`src/rtl/lfsr_test_ctrl_if.sv`:
```
// Host-side control bundle for the PRBS burst sequencer: burst request in,
// status and counters out.
interface lfsr_test_ctrl_if #(
  parameter int SYM_CNT_W = 16
);
  logic                 start;
  logic                 abort;
  logic [SYM_CNT_W-1:0] num_symbols;
  logic                 busy;
  logic                 done;
  logic [SYM_CNT_W-1:0] sym_count;
  logic [7:0]           rollover_count;

  modport master (
    output start, abort, num_symbols,
    input  busy, done, sym_count, rollover_count
  );

  modport slave (
    input  start, abort, num_symbols,
    output busy, done, sym_count, rollover_count
  );
endinterface

```
`src/rtl/lfsr_test_ctrl.sv`:
```
// Burst sequencer for the 22-bit PRBS LFSR: parks/reseeds the LFSR between
// bursts, generates sample/symbol strobes for a programmed number of symbols,
// counts LFSR rollovers and pulses done on normal completion.
module lfsr_test_ctrl #(
  parameter int CLK_PER_SAM = 4,
  parameter int SAM_PER_SYM = 4,
  parameter int SYM_CNT_W   = 16,
  parameter int SEED_CYCLES = 2
) (
  input  logic            clk,
  input  logic            reset,
  lfsr_test_ctrl_if.slave ctl,
  input  logic            rollover,
  output logic            lfsr_reset,
  output logic            sam_clk_ena,
  output logic            sym_clk_ena
);

  // Counter widths; a degenerate ratio of 1 still gets a 1-bit counter.
  localparam int DIV_W  = (CLK_PER_SAM > 1) ? $clog2(CLK_PER_SAM) : 1;
  localparam int SAM_W  = (SAM_PER_SYM > 1) ? $clog2(SAM_PER_SYM) : 1;
  localparam int SEED_W = (SEED_CYCLES > 1) ? $clog2(SEED_CYCLES) : 1;

  typedef enum logic [1:0] {IDLE, SEED, RUN, DONE} state_t;

  state_t               state, state_nxt;
  logic [DIV_W-1:0]     div_cnt;
  logic [SAM_W-1:0]     sam_cnt;
  logic [SEED_W-1:0]    seed_cnt;
  logic [SYM_CNT_W-1:0] n_lat;
  logic [SYM_CNT_W-1:0] sym_cnt;
  logic [7:0]           roll_cnt;
  logic                 rollover_d;

  logic accept, seed_end, div_end, sam_end, last_sym;
  logic sam_hit, sym_hit, roll_rise;

  // Start is only honoured in IDLE with a non-empty burst.
  assign accept    = (state == IDLE) && ctl.start && (ctl.num_symbols != '0);
  assign seed_end  = (seed_cnt == SEED_W'(SEED_CYCLES - 1));
  assign div_end   = (div_cnt == DIV_W'(CLK_PER_SAM - 1));
  assign sam_end   = (sam_cnt == SAM_W'(SAM_PER_SYM - 1));
  assign last_sym  = ((sym_cnt + SYM_CNT_W'(1)) == n_lat);
  // Strobes decode purely from registered state so no input reaches them.
  assign sam_hit   = (state == RUN) && div_end;
  assign sym_hit   = sam_hit && sam_end;
  // Seed value held high through SEED leaves rollover_d high, so no count on RUN entry.
  assign roll_rise = (state == RUN) && rollover && !rollover_d;

  // State register.
  always_ff @(posedge clk or posedge reset) begin
    if (reset) state <= IDLE;
    else       state <= state_nxt;
  end

  // Next-state logic; abort takes priority over completion.
  always_comb begin
    state_nxt = state;
    case (state)
      IDLE: if (accept) state_nxt = SEED;
      SEED: begin
        if (ctl.abort)     state_nxt = IDLE;
        else if (seed_end) state_nxt = RUN;
      end
      RUN: begin
        if (ctl.abort)               state_nxt = IDLE;
        else if (sym_hit && last_sym) state_nxt = DONE;
      end
      DONE:    state_nxt = IDLE;
      default: state_nxt = IDLE;
    endcase
  end

  // Output decode from state and registered counters.
  always_comb begin
    lfsr_reset  = (state != RUN);
    sam_clk_ena = sam_hit;
    sym_clk_ena = sym_hit;
    ctl.busy    = (state == SEED) || (state == RUN);
    ctl.done    = (state == DONE);
  end

  // SEED dwell counter and the sample/symbol dividers, all parked outside RUN.
  always_ff @(posedge clk or posedge reset) begin
    if (reset) begin
      seed_cnt <= '0;
      div_cnt  <= '0;
      sam_cnt  <= '0;
    end else begin
      seed_cnt <= (state == SEED) ? seed_cnt + SEED_W'(1) : '0;
      if (state != RUN)  div_cnt <= '0;
      else if (div_end)  div_cnt <= '0;
      else               div_cnt <= div_cnt + DIV_W'(1);
      if (state != RUN)  sam_cnt <= '0;
      else if (sam_hit)  sam_cnt <= sam_end ? '0 : sam_cnt + SAM_W'(1);
    end
  end

  // Burst length latch, symbol and rollover counters; cleared on accepted start.
  always_ff @(posedge clk or posedge reset) begin
    if (reset) begin
      n_lat      <= '0;
      sym_cnt    <= '0;
      roll_cnt   <= '0;
      rollover_d <= 1'b0;
    end else begin
      rollover_d <= rollover;
      if (accept) begin
        n_lat    <= ctl.num_symbols;
        sym_cnt  <= '0;
        roll_cnt <= '0;
      end else begin
        if (sym_hit) sym_cnt <= sym_cnt + SYM_CNT_W'(1);
        if (roll_rise && (roll_cnt != 8'hFF)) roll_cnt <= roll_cnt + 8'd1;
      end
    end
  end

  assign ctl.sym_count      = sym_cnt;
  assign ctl.rollover_count = roll_cnt;

endmodule

```
`src/flat_wrapper.sv`:
```
// flat-port wrapper written by rule: the top's interface ports become plain ports
module lfsr_test_ctrl_flat 
#(
  parameter int CLK_PER_SAM = 4,
  parameter int SAM_PER_SYM = 4,
  parameter int SYM_CNT_W   = 16,
  parameter int SEED_CYCLES = 2
)
  (clk, reset, rollover, lfsr_reset, sam_clk_ena, sym_clk_ena, ctl_start, ctl_abort, ctl_num_symbols, ctl_busy, ctl_done, ctl_sym_count, ctl_rollover_count);
  lfsr_test_ctrl_if #(.SYM_CNT_W(SYM_CNT_W)) ctl_i ();
  input  logic clk;
  input  logic reset;
  input  logic rollover;
  output logic lfsr_reset;
  output logic sam_clk_ena;
  output logic sym_clk_ena;
  input wire logic [$bits(ctl_i.start)-1:0] ctl_start;
  input wire logic [$bits(ctl_i.abort)-1:0] ctl_abort;
  input wire logic [$bits(ctl_i.num_symbols)-1:0] ctl_num_symbols;
  output wire logic [$bits(ctl_i.busy)-1:0] ctl_busy;
  output wire logic [$bits(ctl_i.done)-1:0] ctl_done;
  output wire logic [$bits(ctl_i.sym_count)-1:0] ctl_sym_count;
  output wire logic [$bits(ctl_i.rollover_count)-1:0] ctl_rollover_count;
  assign ctl_i.start = ctl_start;
  assign ctl_i.abort = ctl_abort;
  assign ctl_i.num_symbols = ctl_num_symbols;
  assign ctl_busy = ctl_i.busy;
  assign ctl_done = ctl_i.done;
  assign ctl_sym_count = ctl_i.sym_count;
  assign ctl_rollover_count = ctl_i.rollover_count;
  lfsr_test_ctrl #(.CLK_PER_SAM(CLK_PER_SAM), .SAM_PER_SYM(SAM_PER_SYM), .SYM_CNT_W(SYM_CNT_W), .SEED_CYCLES(SEED_CYCLES)) u_core (.clk(clk), .reset(reset), .ctl(ctl_i), .rollover(rollover), .lfsr_reset(lfsr_reset), .sam_clk_ena(sam_clk_ena), .sym_clk_ena(sym_clk_ena));
endmodule
```
`config.mk`:
```
export PLATFORM = sky130hd
export DESIGN_NAME = lfsr_test_ctrl_flat
export DESIGN_NICKNAME = d
export VERILOG_FILES = /design/src/rtl/lfsr_test_ctrl_if.sv /design/src/rtl/lfsr_test_ctrl.sv /design/src/flat_wrapper.sv
export SDC_FILE = /design/constraint.sdc
export NUM_CORES = 1
export LEC_CHECK = 0
export ABC_CLOCK_PERIOD_IN_PS = 3600
export CAP_MARGIN = 30
export CORE_UTILIZATION = 35
export DETAILED_ROUTE_END_ITERATION = 6
export MAX_ROUTING_LAYER = met4
export PLACE_DENSITY = 0.63
export SLEW_MARGIN = 15
export SYNTH_ARGS = -nofsm -noshare
export SYNTH_HDL_FRONTEND = slang
export SYNTH_SLANG_ARGS = --single-unit
export TNS_END_PERCENT = 100
```
`constraint.sdc`:
```
create_clock -name clk -period 3.6 [get_ports clk]
set_input_delay 0.54 -clock clk [delete_from_list [all_inputs] [get_ports clk]]
set_output_delay 0.54 -clock clk [all_outputs]
set_load 0.01 [all_outputs]
```
==> impl_results.md, run 1 <==
* Outcome: finished clean
* Sw Share at 34.1%
* R2r endpoint: u_core.state[1]$_DFFE_PP0P_
* Slew headroom at 59.7%
* # hold bufs at CTS at 0
* Initial Utilization at 36.9%
* Share of cells above drive strength 1 at 9.54%
* PostCTS Resize Cnt at 0
* Worst EP required at 3060 ps
* Syn nets at 309
* Final setup viols at 0
* Final wirelength at 6160 µm
* Core area at 7410 µm²
* Clk_lat worst skew at 290 ps
* Type of the worst setup path: reg2out
* Clock H-tree levels at 2
* Sequential share of the synthesized area at 43.9%
* Asr flop ratio synth at 100%
* Post-synth top area share at 43.9%
* R2R cell count at 9
* FF-to-FF Start: u_core.state[0]$_DFFE_PP0P_
* Post-route setup TNS at 0 ps
* Comb pwr share at 35.9%
* Minimum clock period after layout at 2800 ps
* # diodes at 0
* Fmax at 0.357 GHz
* Count leader, synth: dfrtp_1
* Placed inst area at 3320 µm²
* R2R Setup Slk at 1230 ps
* GP Congestion at 0.842
* Area Overhead vs Synth at 24.0%
* # fillers at 711
* Unrepaired setup endpoints after global routing: false
* Total power draw at 0.00167 W
* Clk_skew at 2.91 ps
* Syn avg cell area at 9.81 µm²
* Port-buffer cells at 49
* Final Hold Vio Count at 0
* Initial antenna violation count at 0
* Clk pwr share at 18.0%
* CTS tree: built
* Nets at 355
* # clock sinks at 48
* Wire per inst at 14.5 µm
* Total GRT Usage at 16.5%
* Synth Cell Area at 2740 µm²
* Vias at 2213
* Startpoint Class: register
* Antenna Violating Nets Remaining at 0
* Crit Path Max Fanout at 8
* Worst-margin pin slew at 601 ps
* Max cap viols at 0
* Via density at 5.22
* Initial DRT Pass Iterations at 4
* Detailed Place HPWL at 4680 µm
* Chip height at 90.4 µm
* Main synth FF type: dfrtp_1
* CP Data Arrival Time at 2260 ps
* Seq pwr share at 46.1%
* Number of synthesized flops with an enable pin at 0
* Final period utilization at 77.8%
* Peak supply drop at 0.185 mV
* Vias in the first global route at 2219
* P_leak at 1.35 nW
* Synth top area cells: dfrtp_1 44%, xnor2_1 6.7%, mux2_2 6.2%
* Final Instance Area at 3390 µm²
* Final max-slew violation count at 0
* Hold depth at 1
* Full die area at 8180 µm²
* Largest net degree at the start of global routing at 33
* Chip width at 90.4 µm
* PnR worst setup slack at 800 ps
* Setup crit end kind: primary output
* First-pass GRT wire length at 10500 µm
* Min-delay src: u_core.seed_cnt$_DFF_PP0_
* Total setup buffers inserted after CTS at 0
* Post-synthesis cell count at 279
* Hold-critical path endpoint: u_core.seed_cnt$_DFF_PP0_
* Root buffer cell: clkbuf_8
* Max Buffers Root-to-Sink at 2
* Int Pwr at 0.00110 W
* Count of different cell masters after synthesis at 47
* Row cnt at 31
* Switching pwr at 0.000569 W
* DRT iter0 DRCs at 70
* Remaining Overflow, GRT at 0
* CTS buffer count at 5
* Leading area contributor after synthesis: dfrtp_1
* Worst-path clk slew at 80 ps
* Synth top cells by count: 48 x dfrtp_1, 31 x nor2_1, 21 x xnor2_1
* Yosys warnings at 0
* Core Util, Final at 45.8%
* I/O Pins at 50
* Pre-CTS WS at 822 ps
* DRC at 0
* PwrDens at 492 nW/µm²
* HP Class: reg2reg
* Synth Register Bits at 48
==> worst max-delay path, stage by stage (launching register included) <==
cell and delay, ps:
dfrtp_1 420, inv_1 130, ha_1 270, and2_1 180, nand2_1 190, inv_1 210
clkdlybuf4s50_1 570
==> power by group through the flow <==
stage | Combinational (W) | Sequential [W] | Clock [W]
after floorplan | 0.000455 | 0.000741 | 0
after global placement | 0.000587 | 0.000775 | 0
after detailed placement | 0.000603 | 0.000779 | 0
after CTS | 0.000606 | 0.000769 | 0.000312
after global routing | 0.000672 | 0.000788 | 0.000336
final | 0.000599 | 0.000770 | 0.000301
==> layer usage <==
metal,wire length (µm),global-route usage [%]
met1,2920,21.9
met3,310,3.20
met5,0,-
met4,89,5.24
met2,2840,25.5
==> layout make-up <==
type                            instances  area [µm²]  share of cell area (%)
Clock buffer                            6        72.6                    2.14
Tap cell                               99         124                    3.65
Multi-Input combinational cell        207        1430                    42.1
Clock inverter                          1        5.00                   0.147
Sequential cell                        48        1200                    35.4
Inverter                               12        45.0                    1.33
Timing Repair Buffer                   51         518                    15.3
==> layout by cell type, fill, tap and decap left out, types with 8 or more instances in the layout <==
cell type        count
xnor2_1             21
nand3_1             11
mux2_2              15
ha_1                 9
clkdlybuf4s50_1     49
nor2_1              31
a21oi_1             10
nand4_1              9
inv_1               11
nor4_1               8
dfrtp_1             48
nand2_1             20
xor2_1              17
o21ai_0              8
==> sequential cells by signal, indices dropped and copies added, names as in the netlist <==
| register | cells |
|---|---|
| u_core.rollover_d | 1 |
| u_core.div_cnt | 2 |
| u_core.state | 2 |
| u_core.n_lat | 16 |
| u_core.ctl.rollover_count | 8 |
| u_core.ctl.sym_count | 16 |
| u_core.sam_cnt | 2 |
| u_core.seed_cnt | 1 |
==> kinds of logic after synthesis <==
logic type / synth area share (%)
and+or+nand+nor: 20.5
DFF: 43.9
xor gates and xnor gates: 12.2
AOI/OAI and AO/OA: 8.14
buffers and inverters: 3.93
muxes: 6.90
adders and majority gates: 4.48
==> metrics by stage <==
step | cells | hold slack (ps)
6_report | 424 | 423
5_1_grt | 424 | 452
4_1_cts | 424 | 423
3_5_place_dp | 417 | 400
3_3_place_gp | 416 | 399
2_1_floorplan | 279 | 389
==> worst max path at each step <==
| stage | start | end | slack, ps |
|---|---|---|---|
| after floorplan | u_core.state[0]$_DFFE_PP0P_ | u_core.state[1]$_DFFE_PP0P_ | 1560 |
| after global placement | ctl_num_symbols[11] | u_core.n_lat[10]$_DFFE_PP0P_ | 860 |
| after detailed placement | ctl_num_symbols[0] | u_core.n_lat[10]$_DFFE_PP0P_ | 820 |
| after CTS | u_core.state[0]$_DFFE_PP0P_ | sym_clk_ena | 770 |
| after global routing | u_core.state[0]$_DFFE_PP0P_ | sym_clk_ena | 600 |
| final | u_core.state[0]$_DFFE_PP0P_ | sym_clk_ena | 800 |
Power figures use the tool's default switching activity.
==> inputs of run 2 (changes only) <==
--- a/config.mk
+++ b/config.mk
@@ -5,7 +5,7 @@
 export SDC_FILE = /design/constraint.sdc
 export NUM_CORES = 1
 export LEC_CHECK = 0
-export ABC_CLOCK_PERIOD_IN_PS = 3600
+export ABC_CLOCK_PERIOD_IN_PS = 2860
 export CAP_MARGIN = 30
 export CORE_UTILIZATION = 35
 export DETAILED_ROUTE_END_ITERATION = 6
==> constraint.sdc (replaced) <==
create_clock -name clk -period 2.86 [get_ports clk]
set_input_delay 0.429 -clock clk [delete_from_list [all_inputs] [get_ports clk]]
set_output_delay 0.429 -clock clk [all_outputs]
set_load 0.01 [all_outputs]
==> impl_results.md, run 2 (same netlist as run 1, synthesis figures left out) <==
* Outcome: finished clean
* Fmax at 0.373 GHz
* Max cap viols at 0
* Most frequent CP cell: inv_1
* PostCTS Resize Cnt at 0
* Slew headroom at 61.4%
* Register area at 1200 µm²
* Core area at 7410 µm²
* Commonest non-fill, non-tap cells in the layout: 49 x clkdlybuf4s50_1, 48 x dfrtp_1, 31 x nor2_1
* Unrepaired setup endpoints after global routing: false
* Final max-slew violation count at 0
* Initial DRT Pass Iterations at 4
* Antenna Violating Nets Remaining at 0
* Commonest non-fill, non-tap cell in the layout: clkdlybuf4s50_1
* Total setup buffers inserted after CTS at 0
* Type of the worst setup path: reg2out
* Clk_lat worst skew at 300 ps
* Largest net degree at the start of global routing at 28
* CP Depth at 6
* Minimum clock period after layout at 2680 ps
* Post-route setup TNS at 0 ps
* Startpoint Class: register
* # hold bufs at CTS at 0
* # fillers at 719
* Vias at 2183
* Worst-margin pin slew at 574 ps
* CTS tree: built
* Worst-path clk slew at 90 ps
* DRT iter0 DRCs at 65
* Initial Utilization at 36.9%
* Peak supply drop at 0.255 mV
* I/O Pins at 50
* Port-buffer cells at 49
* # diodes at 0
* Final period utilization at 93.8%
* Max Buffers Root-to-Sink at 2
* Wire per inst at 14.1 µm
* Final Hold Vio Count at 0
* Vias in the first global route at 2203
* Nets at 358
* Final hold slack at 316 ps
* Share of cells above drive strength 1 at 10.9%
* R2R cell count at 8
* Initial antenna violation count at 0
* Via density at 5.10
* HP Class: in2async
* Final setup viols at 0
* GP Congestion at 0.873
* PwrDens at 628 nW/µm²
* P_leak at 1.37 nW
* Detailed Place HPWL at 4580 µm
* Setup crit end kind: primary output
* CTS buffer count at 5
* Full die area at 8180 µm²
* Gate family responsible for the most delay along the worst path: buffers and inverters
* Area of the multi-input gates at 1430 µm²
* Root buffer cell: clkbuf_8
* Slowest CP cell: clkdlybuf4s50_1
* Clock H-tree levels at 2
* Clk_skew at 2.42 ps
* Worst path max stage delay at 560 ps
* Total GRT Usage at 16.6%
* CP Cell Sequence: inv_1, ha_1, and2_1, nand2_1, inv_1, clkdlybuf4s50_1
* Area Overhead vs Synth at 24.9%
* Worst EP required at 2430 ps
* Row cnt at 31
* First-pass GRT wire length at 10600 µm
* Buf+Inv Stages, Crit Path at 3
* Remaining Overflow, GRT at 0
* DRC at 0
* Final wirelength at 6040 µm
* CP Data Arrival Time at 2250 ps
* # clock sinks at 48
* Chip height at 90.4 µm
* Chip width at 90.4 µm
* Crit Path Max Fanout at 8
run 2: cell count changes in the layout (fill, tap and decap cells not counted):
| cell | before | now |
|---|---|---|
| clkbuf_8 | 5 | 6 |
| buf_12 | 1 | 0 |
| buf_4 | 1 | 5 |
| clkbuf_1 | 1 | 0 |
| clkinv_2 | 1 | 2 |
run 2: path summary, 6_finish.rpt:
path / slack, ps / start / end
min: 320 / reset / u_core.ctl.rollover_count[6]$_DFFE_PP0P_
max reg2reg: 530 / u_core.state[0]$_DFFE_PP0P_ / u_core.ctl.sym_count[15]$_DFFE_PP0P_
max: 180 / u_core.state[0]$_DFFE_PP0P_ / sym_clk_ena
min in group clk: 410 / u_core.seed_cnt$_DFF_PP0_ / u_core.seed_cnt$_DFF_PP0_
max in group asynchronous: 1980 / reset / u_core.ctl.sym_count[8]$_DFFE_PP0P_
min reg2reg: 410 / u_core.seed_cnt$_DFF_PP0_ / u_core.seed_cnt$_DFF_PP0_
run 2: cell type report:
type	instances	share of cell area [%]
multi-input combinational	207	41.8
sequential	48	35.1
timing repair buffer	54	15.4
tap	99	3.62
clock buffer	6	2.42
inverter	12	1.32
clock inverter	2	0.293
run 2: power breakdown:
part	switching [W]	total, W	internal (W)
clock network	0.000229	0.000422	0.000193
logic	0.000355	0.000757	0.000402
registers	0.000141	0.000966	0.000825
total	0.000725	0.00215	0.00142
run 2: stage by stage:
| step | setup WS [ps] | total power, W | cells | cell area (µm²) | utilization [%] |
|---|---|---|---|---|---|
| global placement | 495 | 0.00172 | 420 | 3330 | 44.9 |
| global route | 8.19 | 0.00231 | 428 | 3420 | 46.1 |
| detailed placement | 437 | 0.00174 | 420 | 3330 | 44.9 |
| floorplan | 823 | 0.00151 | 279 | 2740 | - |
| finish | 176 | 0.00215 | 428 | 3420 | 46.1 |
| CTS | 131 | 0.00217 | 428 | 3420 | 46.1 |
run 2: per-layer routing:
metal	GRT usage, %	wire length (µm)
met4	5.24	87
met3	3.03	203
met1	22.5	3050
met2	25.1	2700
met5	-	0
